--- src/rtl/adc_frame_averager_if.sv ---
// rtl/adc_frame_averager_if.sv - averaged-frame output stream, one channel per beat
interface adc_frame_averager_if #(
    parameter int DATA_W = 16,
    parameter int CH_W   = 3
);
    logic              valid;
    logic              ready;
    logic [CH_W-1:0]   channel;
    logic [DATA_W-1:0] data;
    logic              last;

    modport master (output valid, channel, data, last, input ready);
    modport slave  (input valid, channel, data, last, output ready);
endinterface

--- src/rtl/adc_frame_averager.sv ---
// rtl/adc_frame_averager.sv - tags sequencer words by channel, averages 2^AVG_LOG2 frames, streams the result
module adc_frame_averager #(
    parameter int NUM_CH      = 8,
    parameter int DATA_W      = 16,
    parameter int AVG_LOG2    = 4,
    parameter int SIGNED_DATA = 1
) (
    input  logic                clock_i,
    input  logic                rst_i,
    input  logic                frame_start_i,
    input  logic                sample_valid_i,
    input  logic [DATA_W-1:0]   sample_data_i,
    adc_frame_averager_if.master out_if,
    output logic                overrun_o,
    output logic                frame_error_o
);
    localparam int CH_W  = (NUM_CH > 1) ? $clog2(NUM_CH) : 1;
    localparam int ACC_W = DATA_W + AVG_LOG2;
    localparam int FC_W  = (AVG_LOG2 > 0) ? AVG_LOG2 : 1;
    localparam logic [CH_W-1:0] LAST_CH    = CH_W'(NUM_CH - 1);
    localparam logic [FC_W-1:0] LAST_FRAME = FC_W'((1 << AVG_LOG2) - 1);

    localparam logic [1:0] ST_WAIT   = 2'd0;
    localparam logic [1:0] ST_FILL   = 2'd1;
    localparam logic [1:0] ST_COMMIT = 2'd2;

    // Sequencer strobes are registered once before the capture FSM sees them.
    logic              in_fs_q, in_sv_q;
    logic [DATA_W-1:0] in_data_q;

    logic [1:0]        state_q, state_d;
    logic [CH_W-1:0]   ch_q, ch_d;
    logic [FC_W-1:0]   frame_cnt_q, frame_cnt_d;
    logic              seen_q, seen_d;
    logic              out_valid_q, out_valid_d;
    logic [CH_W-1:0]   out_ch_q, out_ch_d;
    logic              overrun_q, overrun_d;
    logic              frame_error_q, frame_error_d;

    logic [DATA_W-1:0] staging_q [NUM_CH];
    logic [ACC_W-1:0]  acc_q     [NUM_CH];
    logic [DATA_W-1:0] bank_q    [NUM_CH];
    logic [ACC_W-1:0]  sum       [NUM_CH];

    logic              wr_en, commit, snap, hs, last_hs, bank_load;
    logic [CH_W-1:0]   wr_idx;

    function automatic logic [ACC_W-1:0] extend(input logic [DATA_W-1:0] s);
        if (SIGNED_DATA != 0)
            return ACC_W'($signed(s));
        else
            return ACC_W'(s);
    endfunction

    always_comb begin
        for (int i = 0; i < NUM_CH; i++)
            sum[i] = acc_q[i] + extend(staging_q[i]);
    end

    always_comb begin
        state_d       = state_q;
        ch_d          = ch_q;
        frame_cnt_d   = frame_cnt_q;
        seen_d        = seen_q;
        out_valid_d   = out_valid_q;
        out_ch_d      = out_ch_q;
        overrun_d     = overrun_q;
        frame_error_d = frame_error_q;

        wr_idx = in_fs_q ? '0 : ch_q;
        wr_en  = in_sv_q && (in_fs_q || state_q == ST_FILL);
        commit = (state_q == ST_COMMIT);
        snap   = commit && (frame_cnt_q == LAST_FRAME);

        // frame_start restarts the fill from any state; a commit in flight still completes
        if (in_fs_q || state_q == ST_FILL) begin
            if (wr_en && wr_idx == LAST_CH) begin
                state_d = ST_COMMIT;
                ch_d    = '0;
            end else begin
                state_d = ST_FILL;
                ch_d    = wr_en ? wr_idx + CH_W'(1) : wr_idx;
            end
        end else begin
            state_d = ST_WAIT;
            ch_d    = '0;
        end

        if (in_fs_q) begin
            seen_d = 1'b0;
            if (state_q == ST_FILL)
                frame_error_d = 1'b1;
        end else if (commit) begin
            seen_d = 1'b1;
            if (in_sv_q)
                frame_error_d = 1'b1;
        end else if (state_q == ST_WAIT && in_sv_q && seen_q) begin
            frame_error_d = 1'b1;
        end

        if (commit)
            frame_cnt_d = snap ? '0 : frame_cnt_q + FC_W'(1);

        hs        = out_valid_q && out_if.ready;
        last_hs   = hs && (out_ch_q == LAST_CH);
        bank_load = snap && (!out_valid_q || last_hs);

        if (snap && !bank_load)
            overrun_d = 1'b1;

        if (bank_load) begin
            out_valid_d = 1'b1;
            out_ch_d    = '0;
        end else if (hs) begin
            out_ch_d = last_hs ? '0 : out_ch_q + CH_W'(1);
            if (last_hs)
                out_valid_d = 1'b0;
        end
    end

    always_ff @(posedge clock_i) begin
        if (rst_i) begin
            in_fs_q       <= 1'b0;
            in_sv_q       <= 1'b0;
            in_data_q     <= '0;
            state_q       <= ST_WAIT;
            ch_q          <= '0;
            frame_cnt_q   <= '0;
            seen_q        <= 1'b0;
            out_valid_q   <= 1'b0;
            out_ch_q      <= '0;
            overrun_q     <= 1'b0;
            frame_error_q <= 1'b0;
            for (int i = 0; i < NUM_CH; i++) begin
                staging_q[i] <= '0;
                acc_q[i]     <= '0;
                bank_q[i]    <= '0;
            end
        end else begin
            in_fs_q       <= frame_start_i;
            in_sv_q       <= sample_valid_i;
            in_data_q     <= sample_data_i;
            state_q       <= state_d;
            ch_q          <= ch_d;
            frame_cnt_q   <= frame_cnt_d;
            seen_q        <= seen_d;
            out_valid_q   <= out_valid_d;
            out_ch_q      <= out_ch_d;
            overrun_q     <= overrun_d;
            frame_error_q <= frame_error_d;
            if (wr_en)
                staging_q[wr_idx] <= in_data_q;
            if (commit) begin
                for (int i = 0; i < NUM_CH; i++)
                    acc_q[i] <= snap ? '0 : sum[i];
            end
            // Dropping the low AVG_LOG2 bits of the extended sum is the floor divide.
            if (bank_load) begin
                for (int i = 0; i < NUM_CH; i++)
                    bank_q[i] <= sum[i][ACC_W-1:AVG_LOG2];
            end
        end
    end

    assign out_if.valid   = out_valid_q;
    assign out_if.channel = out_ch_q;
    assign out_if.data    = bank_q[out_ch_q];
    assign out_if.last    = out_valid_q && (out_ch_q == LAST_CH);
    assign overrun_o      = overrun_q;
    assign frame_error_o  = frame_error_q;
endmodule

--- src/flat_wrapper.sv ---
// flat-port wrapper written by rule: the top's interface ports become plain ports
module adc_frame_averager_flat 
#(
    parameter int NUM_CH      = 8,
    parameter int DATA_W      = 16,
    parameter int AVG_LOG2    = 4,
    parameter int SIGNED_DATA = 1
)
  (clock_i, rst_i, frame_start_i, sample_valid_i, sample_data_i, overrun_o, frame_error_o, out_if_valid, out_if_channel, out_if_data, out_if_last, out_if_ready);
  adc_frame_averager_if #(.DATA_W(DATA_W), .CH_W(3)) out_if_i ();
  input  logic clock_i;
  input  logic rst_i;
  input  logic frame_start_i;
  input  logic sample_valid_i;
  input  logic [DATA_W-1:0] sample_data_i;
  output logic overrun_o;
  output logic frame_error_o;
  output wire logic [$bits(out_if_i.valid)-1:0] out_if_valid;
  output wire logic [$bits(out_if_i.channel)-1:0] out_if_channel;
  output wire logic [$bits(out_if_i.data)-1:0] out_if_data;
  output wire logic [$bits(out_if_i.last)-1:0] out_if_last;
  input wire logic [$bits(out_if_i.ready)-1:0] out_if_ready;
  assign out_if_valid = out_if_i.valid;
  assign out_if_channel = out_if_i.channel;
  assign out_if_data = out_if_i.data;
  assign out_if_last = out_if_i.last;
  assign out_if_i.ready = out_if_ready;
  adc_frame_averager #(.NUM_CH(NUM_CH), .DATA_W(DATA_W), .AVG_LOG2(AVG_LOG2), .SIGNED_DATA(SIGNED_DATA)) u_core (.clock_i(clock_i), .rst_i(rst_i), .frame_start_i(frame_start_i), .sample_valid_i(sample_valid_i), .sample_data_i(sample_data_i), .out_if(out_if_i), .overrun_o(overrun_o), .frame_error_o(frame_error_o));
endmodule
--- config.mk ---
export PLATFORM = sky130hd
export DESIGN_NAME = adc_frame_averager_flat
export DESIGN_NICKNAME = d
export VERILOG_FILES = /design/src/rtl/adc_frame_averager_if.sv /design/src/rtl/adc_frame_averager.sv /design/src/flat_wrapper.sv
export SDC_FILE = /design/constraint.sdc
export NUM_CORES = 1
export LEC_CHECK = 0
export BUFFER_PORTS_ARGS = -buffer_cell sky130_fd_sc_hd__buf_2
export CORE_MARGIN = 5
export CORE_UTILIZATION = 50
export CTS_BUF_LIST = sky130_fd_sc_hd__clkbuf_8
export DETAILED_ROUTE_END_ITERATION = 8
export GPL_TIMING_DRIVEN = 0
export PLACE_DENSITY = 0.73
export SYNTH_ARGS = -nofsm -noshare
export SYNTH_HDL_FRONTEND = slang
export SYNTH_SLANG_ARGS = --single-unit
--- constraint.sdc ---
create_clock -name clock_i -period 14 [get_ports clock_i]
set_input_delay 1.4 -clock clock_i [delete_from_list [all_inputs] [get_ports clock_i]]
set_output_delay 1.4 -clock clock_i [all_outputs]
set_load 0.03 [all_outputs]
# ---- Word-level counts from Yosys, hierarchy flattened
# Memories as Yosys holds them, arrays and structs flattened. A register that Yosys moved wholly into a read port is not among the register bits.
# Cells that the tools add are included.
dict set report word_totals {
  reg_bits 34
  latchBits 0
  ram_bits 416
  mem_bits_ro 0
  inputBits 21
  out_inout_bits 23
  wordCells 127
  mem_count 3
}
dict set report classes {
  n_addsub 11
  multipliers 0
  div 0
  magnitude_cmp 0
  n_eq_ne 7
  shift 0
  n_mux 53
  bitwise_logic 17
  n_reduce_logical 25
}
# name depth word_bits rd rd_ports_with_merged_regs write_ports line
set memory_table {}
lappend memory_table {u_core.acc_q 8 20 8 0 8 adc_frame_averager.sv:41} ;# logic [ACC_W-1:0] acc_q [NUM_CH];
lappend memory_table {u_core.bank_q 8 16 1 1 8 adc_frame_averager.sv:42} ;# logic [DATA_W-1:0] bank_q [NUM_CH];
lappend memory_table {u_core.staging_q 8 16 8 0 8 adc_frame_averager.sv:40} ;# logic [DATA_W-1:0] staging_q [NUM_CH];
# op n
set op_table {}
lappend op_table {{20-bit two-way mux} 16}
lappend op_table {{20-bit adder} 8}
lappend op_table {{16-bit two-way mux} 9}
lappend op_table {{1-bit two-way mux} 20}
lappend op_table {{3-bit two-way mux} 6}
lappend op_table {{1-bit bitwise OR} 16}
lappend op_table {{16-bit OR reduction} 1}
lappend op_table {{1-bit logical AND} 10}
lappend op_table {{3-bit by 1-bit adder with 3-bit output (second input constant)} 2}
lappend op_table {{3-bit == test (second input constant)} 2}
lappend op_table {{2-bit OR reduction} 3}
lappend op_table {{4-bit by 1-bit adder with 4-bit output (second input constant)} 1}
lappend op_table {{4-bit == test (second input constant)} 1}
lappend op_table {{4-bit two-way mux} 1}
lappend op_table {{2-bit nonzero test} 2}
lappend op_table {{3-bit by 1-bit != test with 1-bit output (second input constant)} 1}
lappend op_table {{3-bit AND reduction} 1}
lappend op_table {{3-bit nonzero test} 1}
lappend op_table {{3-bit OR reduction} 1}
lappend op_table {{2-bit by 1-bit == test with 1-bit output (second input constant)} 1}
lappend op_table {{2-bit == test (second input constant)} 1}
lappend op_table {{1-bit logical NOT} 2}
lappend op_table {{2-bit logical NOT} 1}
lappend op_table {{1-bit logical OR} 2}
lappend op_table {{other kinds (4)} 4}

# ---- Longest topological paths before layout
# Gate-level depths: netlist (run 1).
dict set report logic_depth {
  depth_word 8
  depth_mapped 9
  ltp_nobuf 9
}

# ---- Worst setup path before layout (run 1)
# OpenSTA, ideal clock, no wires.
dict set report synth_path {
  kind {in2reg}
  from {in out_if_ready}
  to {reg (tool-made name)}
  setup_time_ps 548
  t_arrival_ps 10969
  t_required_ps 13452
  slack_ps 2482
  path_stages 3
  path_buffers 0
  path_cell_list {a21boi_0 -> o21ai_0 -> nor2_1}
}
# item line
set synth_rtl {}
lappend synth_rtl {{start, declared} flat_wrapper.sv:22} ;# input wire logic [$bits(out_if_i.ready)-1:0] out_if_ready;

==> impl_metrics.ini, run 1 <==
[status]
status = complete, no violations

[job]
maxCapViolCount = 0

[grt]
grt_usage_pct = 23.0
grt_pass1_wl_um = 94000
grt_pass1_vias = 16603
antenna_found_initial = 10
grt_max_degree = 59
grt_remaining_overflow = 0

[min_path]
hold_start = u_core.seen_q$_SDFFE_PP0P_
hold_depth = 2
hold_end = u_core.seen_q$_SDFFE_PP0P_
hp-class = reg2reg

[setup_path]
critPathTopFamily = multiplexers
start_kind = flip-flop
arrival_ns = 2.81
r2r-start = u_core.out_if.channel[0]$_SDFFE_PP0P_
worstPathCellList = clkbuf_1, buf_2, mux4_2, mux2_2, buf_2
critPathKind = reg2out
cp_slowest_stage_delay_ns = 0.61
rrSetupSlack_ns = 10.51
r2r_end = u_core.bank_q[5][9]$_SDFFCE_PN0P_
cp.required_ns = 12.60
cp_max_fo = 10
worst_r2r_path_depth = 8
cpMaxStageDelayCell = mux4_2
end_kind = primary output
crit_buf_inv = 3
crit_top_cell = buf_2

[yosys]
syn-num-nets = 2244
seq_area_frac_synth_pct = 54.6
yosysUniqueCellTypes = 81
async_flop_share_pct = 0
ys.flop_type = edfxtp_1
syn_area_um2 = 24200
ys_ff_latch = 453
synth_cells = 2058
yosysWarningCount = 0
postSynthAreaPerCell_um2 = 11.8
synth_edf_count = 416

[detailed_routing]
routedWlPerCell_um = 21.6
drtIter0Drc = 2056
via_per_inst = 5.94
drc_errors = 0
wl_um = 61800
ant_nets = 0
dr.pass1.iters = 6
dr_total_vias = 16985

[floorplanning]
dieArea_um2 = 53000
core_um2 = 47800
initial_core_util_pct = 50.7
rows = 80
io_pins = 44
fp.dieW_um = 230
die_y_um = 230

[power]
ir_worst_vdd_v = 0.0000839
pwr_density_cell_nw_per_um2 = 116
power_mw = 3.12
power_leakage_nw = 10.9

[sta]
tightest_slew_ns = 1.18
relSlewSlack_pct = 21.0
fin_skew_ns = 0.0408
finalSetupViolCount = 0
hold_slack_ns = 0.503
rsz0062_at_grt = no
slew_viol_final = 0
fin_crit_ns = 4.21
fin_crit_sh_pct = 30.1
timing.fmax_mhz = 238
hold_viol = 0

[clock_tree]
cts_max_path_buffers = 3
cts.repair.resized = 0
root_buffer = clkbuf_8
numCtsBuffers = 75
h-tree-depth = 3
insertion_delay_ns = 0.65
cts_setup_buffers = 0
cts_hold_buffers = 0
path_clk_slew_ns = 0.06
clock_sinks = 453
cts_tree = yes

[place]
dp_hpwl_um = 44000
dp_cells = 2724
place_congestion = 0.961
port_buffers = 42

[final_layout]
drive_above_1_share_pct = 10.9
multi_input_area_um2 = 10600
final_cell_count_no_fill = 2858
n_fill_cell = 3933
ff_latch_area_um2 = 13200
final_nets = 2372
area_growth_syn_to_layout_pct = 11.2
fin_util_pct = 56.3
-- worst max path at each step --
| stage | cells past startpoint | to | slack, ns | startpoint |
|---|---|---|---|---|
| 3_5_place_dp | 6 | u_core.acc_q[1][0]$_SDFFCE_PP0P_ | 9.18 | rst_i |
| 5_1_grt | 5 | out_if_data[4] | 9.65 | flip-flop |
| 4_1_cts | 5 | out_if_data[3] | 9.74 | flip-flop |
| 2_1_floorplan | 3 | flip-flop | 2.48 | out_if_ready |
| 6_report | 5 | out_if_data[1] | 9.79 | flip-flop |
| 3_3_place_gp | 4 | flip-flop | -1.72 | out_if_ready |
-- cells by family after synthesis --
| group | after synthesis | share of synthesized area, % |
|---|---|---|
| xor gates and xnor gates | 131 | 4.73 |
| AOI/OAI and AO/OA | 410 | 11.3 |
| muxes | 56 | 4.05 |
| buffers and inverters | 104 | 1.67 |
| and+or+nand+nor | 739 | 14.9 |
| adders and majority gates | 165 | 8.77 |
| DFF | 453 | 54.6 |
-- per-layer routing --
layer,share of wire [%],up-vias,track usage (%)
li1,-,7893,-
met1,42,8207,32.3
met2,44,769,35.3
met3,10,116,4.84
met4,3.4,0,8.91
met5,0,-,0
-- final cells by class --
class / count / area share, %
sequential: 453 / 49.1
multi-input combinational: 1501 / 39.4
clock buffer: 83 / 4.24
tap: 615 / 2.86
timing repair buffer: 51 / 1.55
clock inverter: 47 / 1.30
buffer: 68 / 0.998
inverter: 36 / 0.501
antenna: 4 / 0.0371
-- stage by stage --
stage               area (µm²)  setup WS (ns)  setup TNS (ns)
floorplan                24200           2.48               0
global placement         25200          -1.72         -174.59
detailed placement       25400           9.18               0
CTS                      26900           9.74               0
global route             26900           9.65               0
finish                   26900           9.79               0
-- worst min-delay path, cell delays in order (launching register included) --
cell and delay, ns:
dfxtp_1 0.31, nor2_1 0.10, nor3_1 0.05
-- state kept, by name, indices dropped and copies added (netlist names), named ones only --
signal	flops
u_core.out_if.valid	1
u_core.in_data_q	16
u_core.out_if.channel	3
u_core.state_q	2
u_core.ch_q	3
u_core.in_fs_q	1
u_core.in_sv_q	1
u_core.overrun_o	1
u_core.frame_error_o	1
u_core.frame_cnt_q	4
u_core.bank_q	128
u_core.seen_q	1
u_core.staging_q	128
u_core.acc_q	160
-- synthesized netlist by cell type, types with 42 or more instances --
cell,count,share of area (%)
nor2_1,302,4.7
a21o_1,70,2.2
xnor2_1,77,2.8
and2_1,138,3.6
clkbuf_1,52,0.81
nor3_1,42,0.87
xor2_1,54,2.0
a21oi_1,115,2.4
o21ai_0,67,1.4
ha_1,157,8.1
edfxtp_1,416,52
nand2_1,85,1.3
-- layout by cell type, fill, tap and decap left out, types with 9 or more instances in the layout --
cell type,instances
edfxtp_1,416
nor2_1,302
ha_1,157
and2_1,138
a21oi_1,115
nand2_1,85
clkbuf_8,83
xnor2_1,77
a21o_1,70
o21ai_0,62
inv_1,59
xor2_1,54
clkbuf_1,52
buf_2,51
nor3_1,42
and3_1,40
dfxtp_1,37
mux4_2,32
nand3_1,32
nor2b_1,28
o21bai_1,20
a31oi_1,19
mux2_2,16
nand4_1,15
a211oi_1,15
o211ai_1,15
o21a_1,11
nand2b_1,10
o21ai_1,10
nor3b_1,10
clkinv_1,9
-- where the power goes --
part / leakage (nW) / switching (mW) / total, mW / internal (mW)
Clock: 0.851 / 0.533 / 1.19 / 0.652
Sequential: 4.63 / 0.0393 / 1.58 / 1.54
Combinational: 5.42 / 0.220 / 0.352 / 0.132
(Power assumes the default switching activity.)
==> run 2: changes to the inputs <==
==> constraint.sdc (replaced) <==
create_clock -name clock_i -period 4.2 [get_ports clock_i]
set_input_delay 0.42 -clock clock_i [delete_from_list [all_inputs] [get_ports clock_i]]
set_output_delay 0.42 -clock clock_i [all_outputs]
set_load 0.03 [all_outputs]
==> run 2 against run 1 <==
Sequential share of layout area hardly changed. Sequential cell count stayed put. Clock power grew to 2.9 times the previous value. Combinational power grew to 3.4 times the previous value. Critical path depth is 3 higher. Setup slack worse by 9.1 ns. Critical endpoint is now u_core.bank_q[5][9]$_SDFFCE_PN0P_. Register-to-register slack worse by 9.8 ns. Final area hardly changed. Sequential power grew to 3.3 times the previous value. Worst hold slack worse by 0.15 ns.
==> impl_metrics.ini, run 2 (synthesized netlist as in run 1, its figures left out) <==
[min_path]
hp-class = in2reg
hold_start = out_if_ready

[grt]
grt_max_degree = 54
grt_remaining_overflow = 0
antenna_found_initial = 10
grt_pass1_vias = 16693
grt_usage_pct = 23.3
grt_pass1_wl_um = 95000

[sta]
rsz0062_at_grt = no
finalSetupViolCount = 0
fin_crit_sh_pct = 82.9
relSlewSlack_pct = 12.8
slew_viol_final = 0
fin_skew_ns = 0.0374
finalSetupTns_ns = 0
hold_viol = 0
tightest_slew_ns = 1.30
timing.fmax_mhz = 287
fin_crit_ns = 3.48

[setup_path]
cpMaxStageDelayCell = a21boi_0
crit_top_cell = clkbuf_1
startpoint = u_core.out_if.channel[0]$_SDFFE_PP0P_
critPathKind = reg2reg
arrival_ns = 3.82
r2r-start = u_core.out_if.channel[0]$_SDFFE_PP0P_
cp_max_fo = 10
cp_slowest_stage_delay_ns = 0.70
end_kind = flip-flop
cp.required_ns = 4.54
start_kind = flip-flop
worstPathCellList = ha_1, ha_1, a21boi_0, or3_1, clkbuf_1, clkbuf_1, clkbuf_1, nor2_1

[detailed_routing]
drc_errors = 0
dr.pass1.iters = 6
drtIter0Drc = 1657
dr_total_vias = 17105
wl_um = 62800
via_per_inst = 5.96
routedWlPerCell_um = 21.9
ant_nets = 0

[floorplanning]
rows = 80
initial_core_util_pct = 50.7
core_um2 = 47800
io_pins = 44
dieArea_um2 = 53000
die_y_um = 230
fp.dieW_um = 230

[power]
power_leakage_nw = 10.9
ir_worst_vdd_v = 0.000260
power_mw = 9.94
pwr_density_cell_nw_per_um2 = 369

[status]
status = complete, no violations

[final_layout]
largest-register = u_core.acc_q
largest_reg_flops = 160
final_cell_mix = edfxtp_1 (416), nor2_1 (302), ha_1 (157), and2_1 (138), a21oi_1 (115)
n_fill_cell = 3952
final_nets = 2390
drive_above_1_share_pct = 10.6
area_growth_syn_to_layout_pct = 11.1
reg_top3 = u_core.acc_q: 160 flops, u_core.bank_q: 128 flops, u_core.staging_q: 128 flops
mostFrequentLayoutCell = edfxtp_1

[clock_tree]
numCtsBuffers = 73
cts.repair.resized = 0
path_clk_slew_ns = 0.06
h-tree-depth = 3
cts_max_path_buffers = 3
root_buffer = clkbuf_8
cts_tree = yes
clock_sinks = 453
insertion_delay_ns = 0.65

[place]
place_congestion = 0.973
dp_hpwl_um = 44600
port_buffers = 42

[job]
maxCapViolCount = 0
==> run 2: cell count changes in the layout (fill, tap and decap cells not counted), sizes merged <==
cell | before | now
clkbuf | 137 | 132
buf | 65 | 67
diode | 4 | 1
dlygate4sd3 | 0 | 18
clkinv | 15 | 22
clkinvlp | 2 | 1
bufinv | 6 | 0
==> run 2: metrics by stage <==
stage / setup WS [ns] / cell area, µm² / util (%) / hold WS (ns) / instances
final: 0.720 / 26900 / 56.3 / 0.352 / 2870
after global placement: -1.31 / 25200 / 52.7 / 0.480 / 2715
after CTS: 0.799 / 26900 / 56.3 / 0.299 / 2869
after detailed placement: 0.783 / 25500 / 53.2 / 0.498 / 2726
after floorplan: 0.430 / 24200 / - / 0.469 / 2058
after global routing: 0.553 / 26900 / 56.3 / 0.415 / 2870
==> run 2: layout make-up <==
| class | instances | area, µm² | area share (%) |
|---|---|---|---|
| antenna | 1 | 2.50 | 0.00929 |
| tap | 615 | 769 | 2.86 |
| timing repair buffer | 71 | 626 | 2.32 |
| buffer | 68 | 269 | 0.999 |
| multi-input combinational | 1501 | 10600 | 39.4 |
| inverter | 36 | 135 | 0.502 |
| clock buffer | 78 | 1070 | 3.99 |
| sequential | 453 | 13200 | 49.1 |
| clock inverter | 47 | 199 | 0.739 |
==> run 2: metal layers <==
| metal | track usage, % | vias up | wire length (µm) |
|---|---|---|---|
| met2 | 35.7 | 794 | 27700 |
| met5 | 0 | - | 0 |
| li1 | - | 7934 | - |
| met3 | 4.11 | 133 | 6370 |
| met1 | 33.3 | 8244 | 26400 |
| met4 | 9.21 | 0 | 2430 |
==> run 2: timing repair <==
| action | 4_1_cts | 5_1_grt |
|---|---|---|
| hold buffers | 18 | 0 |
| endpoints found under the hold margin | 18 | 0 |
| setup buffers | 0 | 0 |
==> run 2: critical path: cells and delay by family (launching register included) <==
family	cells	cell delay, ns
buf+inv	3	1.20
compound gates	1	0.70
fa+ha+maj	2	0.48
simple gates	2	0.41
flops	1	0.40
==> run 2: power breakdown <==
group / switching [mW] / internal, mW / leakage [nW]
combinational: 0.743 / 0.454 / 5.50
clock: 1.77 / 1.71 / 0.752
sequential: 0.132 / 5.13 / 4.63
total: 2.65 / 7.30 / 10.9
==> run 2: worst paths after layout <==
check	to	slack, ns	cells past startpoint
min	u_core.out_if.channel[1]$_SDFFE_PP0P_	0.35	4
max reg2reg	u_core.bank_q[5][9]$_SDFFCE_PN0P_	0.72	8
max	u_core.bank_q[5][9]$_SDFFCE_PN0P_	0.72	8
min reg2reg	u_core.seen_q$_SDFFE_PP0P_	0.52	2
